**config.mk**
```make
export PLATFORM = sky130hd
export DESIGN_NAME = multi_debounce
export DESIGN_NICKNAME = d
export VERILOG_FILES = /design/src/rtl/multi_debounce.sv
export SDC_FILE = /design/constraint.sdc
export NUM_CORES = 1
export LEC_CHECK = 0
export ABC_AREA = 1
export CAP_MARGIN = 5
export CORE_ASPECT_RATIO = 2
export CORE_UTILIZATION = 59
export CTS_CLUSTER_DIAMETER = 30
export DETAILED_ROUTE_END_ITERATION = 12
export GPL_TIMING_DRIVEN = 0
export PLACE_DENSITY = 0.81
export SYNTH_ARGS = -nofsm -noshare
export SYNTH_HDL_FRONTEND = slang
export SYNTH_SLANG_ARGS = --single-unit
```
**constraint.sdc**
```tcl
create_clock -name clk25 -period 1.5 [get_ports clk25]
set_input_delay 0.3 -clock clk25 [delete_from_list [all_inputs] [get_ports clk25]]
set_output_delay 0.3 -clock clk25 [all_outputs]
set_load 0.02 [all_outputs]
```
**src/rtl/multi_debounce.sv**
```systemverilog
// Multi-channel push-button debouncer: 2-flop sync, stability counter, edge pulses.
// Optional long-hold detector built only when DEBOUNCE_HOLD_EN is defined.
module multi_debounce_lane #(
   parameter int CNT_WIDTH     = 16,
   parameter int STABLE_CYCLES = 50000,
   parameter int RESET_VALUE   = 1,
   parameter int ACTIVE_LEVEL  = 0,
   parameter int HOLD_WIDTH    = 25,
   parameter int HOLD_CYCLES   = 25000000
) (
   input  logic clk25,
   input  logic rst_n,
   input  logic din,
   output logic dout,
   output logic rise,
   output logic fall,
   output logic hold
);
   localparam logic [CNT_WIDTH-1:0] CNT_MAX = CNT_WIDTH'(STABLE_CYCLES - 1);
   localparam logic RST_LVL = 1'(RESET_VALUE != 0);

   if (STABLE_CYCLES < 1 || 64'(STABLE_CYCLES) > (64'd1 << CNT_WIDTH)) begin : g_bad_cnt
      $error("STABLE_CYCLES out of range for CNT_WIDTH");
   end
   if (HOLD_CYCLES < 1 || 64'(HOLD_CYCLES) > (64'd1 << HOLD_WIDTH)) begin : g_bad_hold
      $error("HOLD_CYCLES out of range for HOLD_WIDTH");
   end
   if (RESET_VALUE > 1 || ACTIVE_LEVEL > 1) begin : g_bad_lvl
      $error("RESET_VALUE and ACTIVE_LEVEL must be 0 or 1");
   end

   logic                 sync1, sync2;
   logic [CNT_WIDTH-1:0] cnt;
   logic                 flip;

   assign flip = (sync2 != dout) && (cnt == CNT_MAX);

   always_ff @(posedge clk25 or negedge rst_n) begin
      if (!rst_n) begin
         sync1 <= RST_LVL;
         sync2 <= RST_LVL;
         dout  <= RST_LVL;
         cnt   <= '0;
         rise  <= 1'b0;
         fall  <= 1'b0;
      end else begin
         sync1 <= din;
         sync2 <= sync1;
         rise  <= flip & sync2;
         fall  <= flip & ~sync2;
         // any sample matching the output restarts qualification
         if (sync2 == dout) begin
            cnt <= '0;
         end else if (flip) begin
            cnt  <= '0;
            dout <= sync2;
         end else begin
            cnt <= cnt + CNT_WIDTH'(1);
         end
      end
   end

`ifdef DEBOUNCE_HOLD_EN
   localparam logic [HOLD_WIDTH-1:0] HOLD_MAX = HOLD_WIDTH'(HOLD_CYCLES - 1);
   localparam logic ACT_LVL = 1'(ACTIVE_LEVEL != 0);

   logic [HOLD_WIDTH-1:0] hcnt;
   logic                  held;
   logic                  pressed;

   assign pressed = (dout == ACT_LVL);

   // hcnt stops one short and 'held' marks saturation, so HOLD_CYCLES may equal 2^HOLD_WIDTH
   always_ff @(posedge clk25 or negedge rst_n) begin
      if (!rst_n) begin
         hcnt <= '0;
         held <= 1'b0;
         hold <= 1'b0;
      end else if (!pressed) begin
         hcnt <= '0;
         held <= 1'b0;
         hold <= 1'b0;
      end else if (held) begin
         hold <= 1'b0;
      end else if (hcnt == HOLD_MAX) begin
         held <= 1'b1;
         hold <= ~flip;
      end else begin
         hcnt <= hcnt + HOLD_WIDTH'(1);
         hold <= 1'b0;
      end
   end
`else
   assign hold = 1'b0;
`endif
endmodule

module multi_debounce #(
   parameter int CHANNELS      = 2,
   parameter int CNT_WIDTH     = 16,
   parameter int STABLE_CYCLES = 50000,
   parameter int RESET_VALUE   = 1,
   parameter int ACTIVE_LEVEL  = 0,
   parameter int HOLD_WIDTH    = 25,
   parameter int HOLD_CYCLES   = 25000000
) (
   input  logic                clk25,
   input  logic                rst_n,
   input  logic [CHANNELS-1:0] sig_in,
   output logic [CHANNELS-1:0] sig_out,
   output logic [CHANNELS-1:0] rise,
   output logic [CHANNELS-1:0] fall,
   output logic [CHANNELS-1:0] hold
);
   multi_debounce_lane #(
      .CNT_WIDTH    (CNT_WIDTH),
      .STABLE_CYCLES(STABLE_CYCLES),
      .RESET_VALUE  (RESET_VALUE),
      .ACTIVE_LEVEL (ACTIVE_LEVEL),
      .HOLD_WIDTH   (HOLD_WIDTH),
      .HOLD_CYCLES  (HOLD_CYCLES)
   ) u_lane [CHANNELS-1:0] (
      .clk25(clk25),
      .rst_n(rst_n),
      .din  (sig_in),
      .dout (sig_out),
      .rise (rise),
      .fall (fall),
      .hold (hold)
   );
endmodule
```
==> results.md, run 1 <==
* Worst clock skew at approximately 0.0092 ns
* HPWL reported at the end of detailed placement at around 3.4 mm
* Critical Path AT at 1.14 ns
* Final critical-path share of the clock period at 95.97%
* Clk sink count at 42
* F_max at 694.7 MHz
* Layout cells sized above 1 at between 10% and 20%
* Via count of the routed design at 1893
* Clock slew at reported path FFs at 0.08 ns
* Total negative setup slack at 0 ns
* Leakage Power at 1.162 nW
* Pin count of the biggest net entering global routing at 41
* Effective utilization at floorplan at about 63%
* P&R area growth vs syn at 12.12%
* I/O Pins at 12
* Async S/R FF share, synth at 100.0%
* Max-cap violations at 0
* Cell chosen for the clock root: sky130_fd_sc_hd__clkbuf_8
* Filler Cells Inserted at roughly 330
* Number of enable flip-flop cells after synthesis at 0
* Placeable Area at between 3000 and 4000 um^2
* Wirelength, routed at roughly 4.5 mm
* Worst VDD drop at 0.0007204 V
* Post-layout nets at 322
* Antenna Nets Post-Route at 0
* GPL Wtd Cong at 0.8594
* Cell types with the largest area share after synthesis: sky130_fd_sc_hd__dfrtp_1, sky130_fd_sc_hd__nand2_1, sky130_fd_sc_hd__nor2_1, sky130_fd_sc_hd__dfstp_2, sky130_fd_sc_hd__nand3_1
* Antenna diode count at 0
* Chip Height at 90.15 um
* CTS tree: built
* Via count of the first global-routing pass at around 1800
* Most used standard cell by instance count after synthesis: sky130_fd_sc_hd__nand2_1
* Detailed-route DRC error count at 0
* Post-synthesis cell type with the largest combined area: sky130_fd_sc_hd__dfrtp_1
* Port buffer count at 9
* Average size of a mapped cell at 7.718 um^2
* Proportion of netlist area held by the largest area contributor at 39.30%
* Sequential fraction of the synthesis area at between 40% and 50%
* Worst-path fanout max at 3
* Post-synthesis instance area at 2292 um^2
* Maximum level of the CTS H-tree at 2
* Final Total Pwr at ~2.0 mW
* Post-synthesis sequential element count at between 40 and 50
* Commonest cells in the synthesized netlist: sky130_fd_sc_hd__nand2_1, sky130_fd_sc_hd__nor2_1, sky130_fd_sc_hd__dfrtp_1
* Overall fraction of global-route tracks in use at 24.06%
* Type of the worst setup path: flip-flop to output pin
* Pins Over Slew Limit at 0
* RSZ-0062 raised after global routing: no
* Worst setup slack after layout at roughly 0.060 ns
* Finished Layout Cells at 366
* Row count at 31
* Endpoints failing hold at 0
* Total grt overflow at 0
* Kind of path behind the tightest hold check: primary input to async pin
* Clock Latency Late Sink at roughly 0.30 ns
* Number of antenna violations at the first check in global routing at 0
* Number of setup buffers added after CTS at 0
* Cell count after synthesis at 297
* Syn. warnings at 0
* Critical Path Sink Type: output pin
* Dpl ws at -0.08436 ns
* Register Area at 1060 um^2
* Minimum clock period at 1.440 ns
* Library cells used by synthesis at 28
* Routed wire length per instance at 12.26 um
* Worst-case hold slack at approximately 0.33 ns
* Status: finished, final reports clean
* Crit path launch type: flip-flop
* Leading register cell type out of synthesis: sky130_fd_sc_hd__dfrtp_1
* Area occupied by multi-input gates at 1047 um^2
* Die outline width at 46.08 um
* Post-detailed-route via-to-cell ratio at 5.172
* Cell count after placement at 357
* Power density over the cells at 784.6 nW/um^2
* Detailed Routing Iterations Pass 1 at 4
* Maximum count of clock buffers along a single path at 2
* Wire length of the first global-routing pass at between 7 and 8 mm
* Worst endpoint required time at 1.20 ns
* Initial DRC count at 25
* Number of clock buffers inserted by TritonCTS at 5
* Die footprint at 4154 um^2
* Setup Viol. Count Final at 0
## critical path, cell delays in order, from the launching register on
cell and delay, ns:
sky130_fd_sc_hd__dfstp_2 0.60, sky130_fd_sc_hd__buf_4 0.12, sky130_fd_sc_hd__buf_4 0.12
## power breakdown
group          internal, mW  total [mW]  switching, mW
Sequential             1.15        1.17         0.0178
Clock                 0.371       0.738          0.367
Combinational        0.0392       0.106         0.0664
Total                  1.57        2.02          0.451
## registers in the layout (all words and copies together) (netlist names)
name and count:
u_lane.cnt 32, u_lane.dout 2, u_lane.fall 2, u_lane.rise 2
u_lane.sync1 2, u_lane.sync2 2
## per-stage QoR
stage	instance area [um^2]	util [%]
after floorplan	2296	-
after global placement	2447	67.12
after detailed placement	2462	67.54
after CTS	2551	69.97
after global routing	2570	70.49
final	2570	70.49
## layout make-up
cell class / instances / area share [%]
Clock inverter: 1 / 0.1947
Timing Repair Buffer: 11 / 3.992
Clock buffer: 7 / 3.359
Multi-Input combinational cell: 212 / 40.75
Inverter: 35 / 5.307
Sequential cell: 42 / 41.24
Buffer: 9 / 2.775
Tap cell: 49 / 2.386
## cell families (layout without fill, tap and decap cells)
kind of cell	after synthesis	in the layout	share of synthesized area, %
xor gates and xnor gates	11	11	5.022
and+or+nand+nor	186	186	35.64
other	1	2	0.1636
AOI/OAI and AO/OA	11	11	2.838
DFF	42	42	46.18
buffers and inverters	44	63	9.062
adders and majority gates	2	2	1.092
## cells in the final DEF, fill, tap and decap left out, types with 2 or more instances in the layout
cell and count:
sky130_fd_sc_hd__a21oi_1 3, sky130_fd_sc_hd__buf_2 2, sky130_fd_sc_hd__buf_4 9, sky130_fd_sc_hd__clkbuf_8 6, sky130_fd_sc_hd__clkdlybuf4s50_1 2, sky130_fd_sc_hd__conb_1 2, sky130_fd_sc_hd__dfrtp_1 35, sky130_fd_sc_hd__dfstp_2 6
sky130_fd_sc_hd__dlygate4sd2_1 4, sky130_fd_sc_hd__inv_1 32, sky130_fd_sc_hd__inv_2 2, sky130_fd_sc_hd__nand2_1 69, sky130_fd_sc_hd__nand2_2 5, sky130_fd_sc_hd__nand3_1 29, sky130_fd_sc_hd__nand3_2 2, sky130_fd_sc_hd__nand3b_1 2
sky130_fd_sc_hd__nand4_1 7, sky130_fd_sc_hd__nor2_1 60, sky130_fd_sc_hd__nor2_2 3, sky130_fd_sc_hd__nor2_4 3, sky130_fd_sc_hd__nor3_1 3, sky130_fd_sc_hd__o21ai_0 2, sky130_fd_sc_hd__o21ai_1 2, sky130_fd_sc_hd__o21bai_1 4
sky130_fd_sc_hd__xnor2_1 4, sky130_fd_sc_hd__xor2_1 6
## layer usage
metal  global-route usage [%]  wire [um]  up-vias
met1                    23.19       1644      894
met2                    42.96       2558       30
met3                    4.016         93       16
li1                         -          -      953
met5                        0          0        -
met4                    14.46        192        0
## final timing paths
path / startpoint / endpoint / slack [ns] / depth (start not counted)
setup / recovery: u_lane[1].dout / sig_out[1] / 0.06 / 2
min in group clk25: u_lane[1].sync1 / u_lane[1].sync2 / 0.35 / 0
hold reg to reg: u_lane[1].sync1 / u_lane[1].sync2 / 0.35 / 0
hold / removal: rst_n / u_lane[1].cnt[7] / 0.33 / 2
setup reg to reg: u_lane[0].cnt[0] / u_lane[0].cnt[6] / 0.11 / 6
max in group asynchronous: rst_n / u_lane[1].sync1 / 0.69 / 3
## timing repair
item                       in CTS  in global routing
setup endpoints to repair       6                  9
hold buffers                    1                  0
pin swaps                       0                  1
hold endpoints to repair        2                  0
gates resized for setup        11                  6
Power figures use the tool's default switching activity.
==> inputs of run 2 (changes only) <==
--- a/config.mk
+++ b/config.mk
@@ -8,6 +8,7 @@
 export ABC_AREA = 1
 export CAP_MARGIN = 5
 export CORE_ASPECT_RATIO = 2
+export CORE_MARGIN = 2
 export CORE_UTILIZATION = 59
 export CTS_CLUSTER_DIAMETER = 30
 export DETAILED_ROUTE_END_ITERATION = 12
==> results.md, run 2 (synthesis results as in run 1) <==
* Cell chosen for the clock root: sky130_fd_sc_hd__clkbuf_8 (unchanged)
* Worst-path fanout max at 3 (unchanged)
* Most common cell after layout, fill and taps aside: sky130_fd_sc_hd__nand2_1 (unchanged)
* Area occupied by multi-input gates at 1050 um^2 (was 1047 um^2)
* Endpoints failing hold at 0 (unchanged)
* Net switching power of the design at 471.2 uW (was 451.1 uW)
* Critical Path Sink Type: output pin (unchanged)
* Register Area at 1059 um^2 (was 1060 um^2)
* Wirelength, routed at 4.717 mm (was 4.488 mm)
* Maximum count of clock buffers along a single path at 2 (unchanged)
* Commonest cells after routing, fill and taps aside: sky130_fd_sc_hd__nand2_1, sky130_fd_sc_hd__nor2_1, sky130_fd_sc_hd__dfrtp_1, sky130_fd_sc_hd__inv_1, sky130_fd_sc_hd__nand3_1 (unchanged)
* RSZ-0062 raised after global routing: no (unchanged)
* Minimum clock period at 1.435 ns (was 1.440 ns)
* Crit path launch type: flip-flop (unchanged)
* Wire length of the first global-routing pass at 7.817 mm (was 7.314 mm)
* Effective utilization at floorplan at 60.26% (was 62.87%)
* Clock slew at reported path FFs at 0.08 ns (about the same)
* Initial DRC count at 62 (was 25)
* Dpl ws at -0.08657 ns (was -0.08436 ns)
* Relative contribution of combinational cells to total power at 5.0% (was 5.2%)
* Pins Over Slew Limit at 0 (unchanged)
* Total grt overflow at 0 (unchanged)
* Number of flip-flops in the largest register at 32 (unchanged)
* Register containing the most flip-flops in the final layout: u_lane.cnt (unchanged)
* Sw Ratio at 22.12% (was 22.37%)
* Die footprint at 4430 um^2 (was 4154 um^2)
* Number of setup buffers added after CTS at 0 (unchanged)
* Total negative setup slack at 0 ns (unchanged)
* Filler Cells Inserted at 317 (was 333)
* P&R area growth vs syn at 13.10% (was 12.12%)
* Via count of the first global-routing pass at 1908 (was 1752)
* Row count at 32 (was 31)
* Antenna Nets Post-Route at 0 (unchanged)
* Post-detailed-route via-to-cell ratio at 5.141 (was 5.172)
* Worst endpoint required time at 1.20 ns (about the same)
* Status: finished, final reports clean (unchanged)
* Post-layout nets at 322 (unchanged)
* Power density over the cells at 821.7 nW/um^2 (was 784.6 nW/um^2)
* Number of antenna violations at the first check in global routing at 0 (unchanged)
* Worst setup slack after layout at 0.06467 ns (was 0.06045 ns)
* Proportion of power drawn by the clock network at 40.0% (was 36.6%)
* Chip Height at 92.15 um (was 90.15 um)
* Leakage Power at 1.174 nW (was 1.162 nW)
* Antenna diode count at 0 (unchanged)
* Type of the worst setup path: flip-flop to output pin (unchanged)
* Detailed Routing Iterations Pass 1 at 4 (unchanged)
* Via count of the routed design at 1892 (was 1893)
* Number of clock buffers inserted by TritonCTS at 5 (unchanged)
* Max-cap violations at 0 (unchanged)
* I/O Pins at 12 (unchanged)
* Pin count of the biggest net entering global routing at 42 (was 41)
* Overall fraction of global-route tracks in use at 24.57% (was 24.06%)
* Clock Latency Late Sink at 0.29 ns (was 0.30 ns)
* Final Total Pwr at 2.130 mW (was 2.016 mW)
* Maximum level of the CTS H-tree at 2 (unchanged)
* F_max at 696.7 MHz (was 694.7 MHz)
* Layout cells sized above 1 at 15.14% (was 14.83%)
* CTS tree: built (unchanged)
* Worst VDD drop at 0.0007559 V (was 0.0007204 V)
* Detailed-route DRC error count at 0 (unchanged)
* GPL Wtd Cong at 0.8441 (was 0.8594)
* Internal power at 1.659 mW (was 1.565 mW)
* Final critical-path share of the clock period at 95.69% (was 95.97%)
* Seq pwr share at 55.0% (was 58.2%)
* Placeable Area at 3804 um^2 (was 3646 um^2)
* Die outline width at 48.08 um (was 46.08 um)
* Port buffer count at 9 (unchanged)
* Clk sink count at 42 (unchanged)
* Kind of path behind the tightest hold check: primary input to async pin (unchanged)
* Critical Path AT at 1.14 ns (about the same)
* Worst clock skew at 0.006161 ns (was 0.009177 ns)
* Post-layout util at 68.16% (was 70.49%)
* HPWL reported at the end of detailed placement at 3.461 mm (was 3.407 mm)
* Setup Viol. Count Final at 0 (unchanged)
* Routed wire length per instance at 12.82 um (was 12.26 um)
-- run 2: critical path, cell delays in order (launching register included) --
cell and delay (ns):
sky130_fd_sc_hd__dfstp_2 0.60, sky130_fd_sc_hd__buf_4 0.12, sky130_fd_sc_hd__buf_4 0.12
-- run 2: cell type report --
class	instances	share of cell area, %
inverters	35	5.261
clock buffers	8	4.247
plain buffers	9	2.751
multi-input cells	212	40.49
repair buffers	11	3.958
flip-flops and latches	42	40.83
well taps	51	2.461
-- run 2: final timing paths --
kind                                  start                end  slack [ns]  cells past startpoint
hold reg to reg             u_lane[0].sync1    u_lane[0].sync2        0.36                      0
hold / removal                        rst_n   u_lane[1].cnt[8]        0.33                      2
setup / recovery             u_lane[1].dout         sig_out[1]        0.06                      2
min in group clk25          u_lane[0].sync1    u_lane[0].sync2        0.36                      0
setup reg to reg           u_lane[0].cnt[0]  u_lane[0].cnt[15]        0.10                      6
max in group asynchronous             rst_n    u_lane[1].sync2        0.70                      3
-- run 2: repair_timing --
action / in CTS / in global routing
hold buffers: 1 / 0
setup endpoints to repair: 6 / 15
gates resized for setup: 10 / 6
endpoints found under the hold margin: 1 / 0
pin swaps: 0 / 1
-- run 2: through the flow --
step           instance area, um^2  std cells  hold slack [ns]
6_report                      2592        368           0.3255
3_5_place_dp                  2465        359           0.1018
5_1_grt                       2592        368           0.3351
2_1_floorplan                 2296        298         0.004409
4_1_cts                       2572        368           0.3238
3_3_place_gp                  2450        358           0.3456
-- run 2: per-layer routing --
metal	routed length, um	global-route usage, %
met5	0	0
met4	150	11.94
met3	75	5.512
met2	2755	43.67
met1	1734	24.18
-- run 2: power by group through the flow --
stage | registers [mW] | clock network [mW] | logic [mW]
CTS | 1.17 | 0.858 | 0.107
global placement | 1.19 | 0 | 0.0956
finish | 1.17 | 0.851 | 0.107
detailed placement | 1.19 | 0 | 0.103
floorplan | 1.19 | 0 | 0.0555
global route | 1.18 | 0.908 | 0.122
==> inputs of run 3 (changes only) <==
--- a/config.mk
+++ b/config.mk
@@ -9,11 +9,11 @@
 export CAP_MARGIN = 5
 export CORE_ASPECT_RATIO = 2
 export CORE_MARGIN = 2
-export CORE_UTILIZATION = 59
+export CORE_UTILIZATION = 60
 export CTS_CLUSTER_DIAMETER = 30
 export DETAILED_ROUTE_END_ITERATION = 12
 export GPL_TIMING_DRIVEN = 0
-export PLACE_DENSITY = 0.81
+export PLACE_DENSITY = 0.82
 export SYNTH_ARGS = -nofsm -noshare
 export SYNTH_HDL_FRONTEND = slang
 export SYNTH_SLANG_ARGS = --single-unit
==> constraint.sdc (replaced) <==
create_clock -name clk25 -period 1.7 [get_ports clk25]
set_input_delay 0.34 -clock clk25 [delete_from_list [all_inputs] [get_ports clk25]]
set_output_delay 0.34 -clock clk25 [all_outputs]
set_load 0.02 [all_outputs]
==> results.md, run 3 (synthesis results as in run 1) <==
* Status: finished, final reports clean (unchanged)
* Minimum clock period at 1.649 ns
* Cell depth of the worst flop-to-flop path at 6 (unchanged)
* Endpoints failing hold at 0 (unchanged)
* Wirelength, routed at 4.698 mm (was 4.717 mm)
* Max-cap violations at 0 (unchanged)
* Number of clock buffers inserted by TritonCTS at 5 (unchanged)
* RSZ-0062 raised after global routing: no (unchanged)
* Number of setup buffers added after CTS at 0 (unchanged)
* Cell depth of the worst min-delay path at 0
* Clock slew at reported path FFs at 0.08 ns (about the same)
* Kind of path behind the tightest hold check: flip-flop to flip-flop (was primary input to async pin)
* Port buffer count at 9 (unchanged)
* Final critical-path share of the clock period at 97.00%
* Worst clock skew at 0.005707 ns (was 0.006161 ns)
* Number of antenna violations at the first check in global routing at 0 (unchanged)
* Effective utilization at floorplan at 62.87% (was 60.26%)
* Critical Path AT at 1.31 ns (was 1.14 ns)
* Worst endpoint required time at 1.36 ns (was 1.20 ns)
* Row count at 31 (was 32)
* Startpoint of the lowest-slack register-to-register path: u_lane[1].cnt[0] (was u_lane[0].cnt[0])
* Crit path launch type: flip-flop (unchanged)
* Layout cells sized above 1 at 13.25% (was 15.14%)
* Die outline width at 47.71 um (was 48.08 um)
* Worst-path fanout max at 1 (was 3)
* Most common cell after layout, fill and taps aside: sky130_fd_sc_hd__nand2_1 (unchanged)
* End of the worst register-to-register path: u_lane[1].cnt[9] (was u_lane[0].cnt[15])
* I/O Pins at 12 (unchanged)
* Pin count of the biggest net entering global routing at 27 (was 42)
* Commonest cells after routing, fill and taps aside: sky130_fd_sc_hd__nand2_1, sky130_fd_sc_hd__nor2_1, sky130_fd_sc_hd__dfrtp_1, sky130_fd_sc_hd__inv_1, sky130_fd_sc_hd__nand3_1 (unchanged)
* Via count of the routed design at 1921 (was 1892)
* Detailed-route DRC error count at 0 (unchanged)
* Via count of the first global-routing pass at 1870 (was 1908)
* F_max at 606.4 MHz
* Maximum level of the CTS H-tree at 2 (unchanged)
* Maximum count of clock buffers along a single path at 2 (unchanged)
* P&R area growth vs syn at 11.79% (was 13.10%)
* Overall fraction of global-route tracks in use at 24.08% (was 24.57%)
* Total negative setup slack at 0 ns (unchanged)
* Dpl ws at 0.07332 ns (was -0.08657 ns)
* Worst-case hold slack at 0.3585 ns (was 0.3255 ns)
* Worst Setup SP: u_lane[0].fall (was u_lane[1].dout)
* Die footprint at 4361 um^2 (was 4430 um^2)
* Detailed Routing Iterations Pass 1 at 5 (was 4)
* Post-layout nets at 322 (unchanged)
* Register containing the most flip-flops in the final layout: u_lane.cnt (unchanged)
* Type of the worst setup path: flip-flop to output pin (unchanged)
* Routed wire length per instance at 12.84 um (was 12.82 um)
* Post-detailed-route via-to-cell ratio at 5.249 (was 5.141)
* Wire length of the first global-routing pass at 7.590 mm (was 7.817 mm)
* Worst VDD drop at 0.0005818 V (was 0.0007559 V)
* HPWL reported at the end of detailed placement at 3.555 mm (was 3.461 mm)
* Worst setup slack after layout at 0.05102 ns (was 0.06467 ns)
* Filler Cells Inserted at 295 (was 317)
* Minimum setup slack among reg-to-reg paths at 0.26 ns (was 0.10 ns)
* Chip Height at 91.41 um (was 92.15 um)
* Number of flip-flops in the largest register at 32 (unchanged)
* Critical Path Sink Type: output pin (unchanged)
* Cell count after placement at 357 (was 359)
* Power density over the cells at 696.9 nW/um^2 (was 821.7 nW/um^2)
* Total grt overflow at 0 (unchanged)
* Clock Latency Late Sink at 0.29 ns (about the same)
* Last element of the critical path: fall[0] (was sig_out[1])
* Pins Over Slew Limit at 0 (unchanged)
* Cell chosen for the clock root: sky130_fd_sc_hd__clkbuf_8 (unchanged)
* Antenna Nets Post-Route at 0 (unchanged)
* Clk sink count at 42 (unchanged)
* Setup Viol. Count Final at 0 (unchanged)
* Antenna diode count at 0 (unchanged)
* Leakage Power at 1.166 nW (was 1.174 nW)
* CTS tree: built (unchanged)
* Post-layout util at 70.28% (was 68.16%)
* Finished Layout Cells at 366 (was 368)
* Initial DRC count at 37 (was 62)
* GPL Wtd Cong at 0.8882 (was 0.8441)
* Placeable Area at 3646 um^2 (was 3804 um^2)
## run 3: repair_timing
item                                    4_1_cts  5_1_grt
resized for setup                             2        3
hold endpoints to repair                     11        0
hold buffers                                  1        0
pin swaps                                     0        0
cloned                                        0        0
endpoints found under the setup margin        2        2
## run 3: layout make-up
cell class | count | area [um^2] | area share, %
sequential | 42 | 1059 | 41.31
buffer | 9 | 71.32 | 2.783
inverter | 35 | 136.4 | 5.322
tap | 49 | 61.31 | 2.393
timing repair buffer | 11 | 113.9 | 4.443
clock inverter | 1 | 5.005 | 0.1953
clock buffer | 7 | 86.33 | 3.369
multi-input combinational | 212 | 1030 | 40.19
## run 3: how the worst min path moves through the flow
stage                       endpoint             from
floorplan           u_lane[0].cnt[0]            rst_n
global placement     u_lane[0].sync2  u_lane[0].sync1
detailed placement  u_lane[1].cnt[9]            rst_n
CTS                  u_lane[0].sync2  u_lane[0].sync1
global route         u_lane[1].sync2  u_lane[1].sync1
finish               u_lane[0].sync2  u_lane[0].sync1
## run 3: routing by layer
layer | vias up | routed length, um | global-route usage (%)
li1 | 954 | - | -
met1 | 907 | 1662 | 22.31
met2 | 36 | 2679 | 43.00
met3 | 24 | 106 | 4.573
met4 | 0 | 250 | 14.41
met5 | - | 0 | 0
## run 3: critical path: stages (launching register included)
cell                              delay, ns
sky130_fd_sc_hd__dfrtp_1               0.37
sky130_fd_sc_hd__buf_4                 0.12
sky130_fd_sc_hd__clkdlybuf4s50_1       0.53
## run 3: per-stage QoR
step / total power [mW] / area [um^2]
2_1_floorplan: 1.099 / 2296
3_3_place_gp: 1.136 / 2447
3_5_place_dp: 1.143 / 2462
4_1_cts: 1.799 / 2561
5_1_grt: 1.858 / 2562
6_report: 1.786 / 2562
## run 3: where the power goes
part / leakage (nW) / internal, mW / switching (mW)
sequential: 0.561 / 1.02 / 0.0150
combinational: 0.557 / 0.0328 / 0.0578
clock: 0.0482 / 0.328 / 0.334
total: 1.17 / 1.38 / 0.407
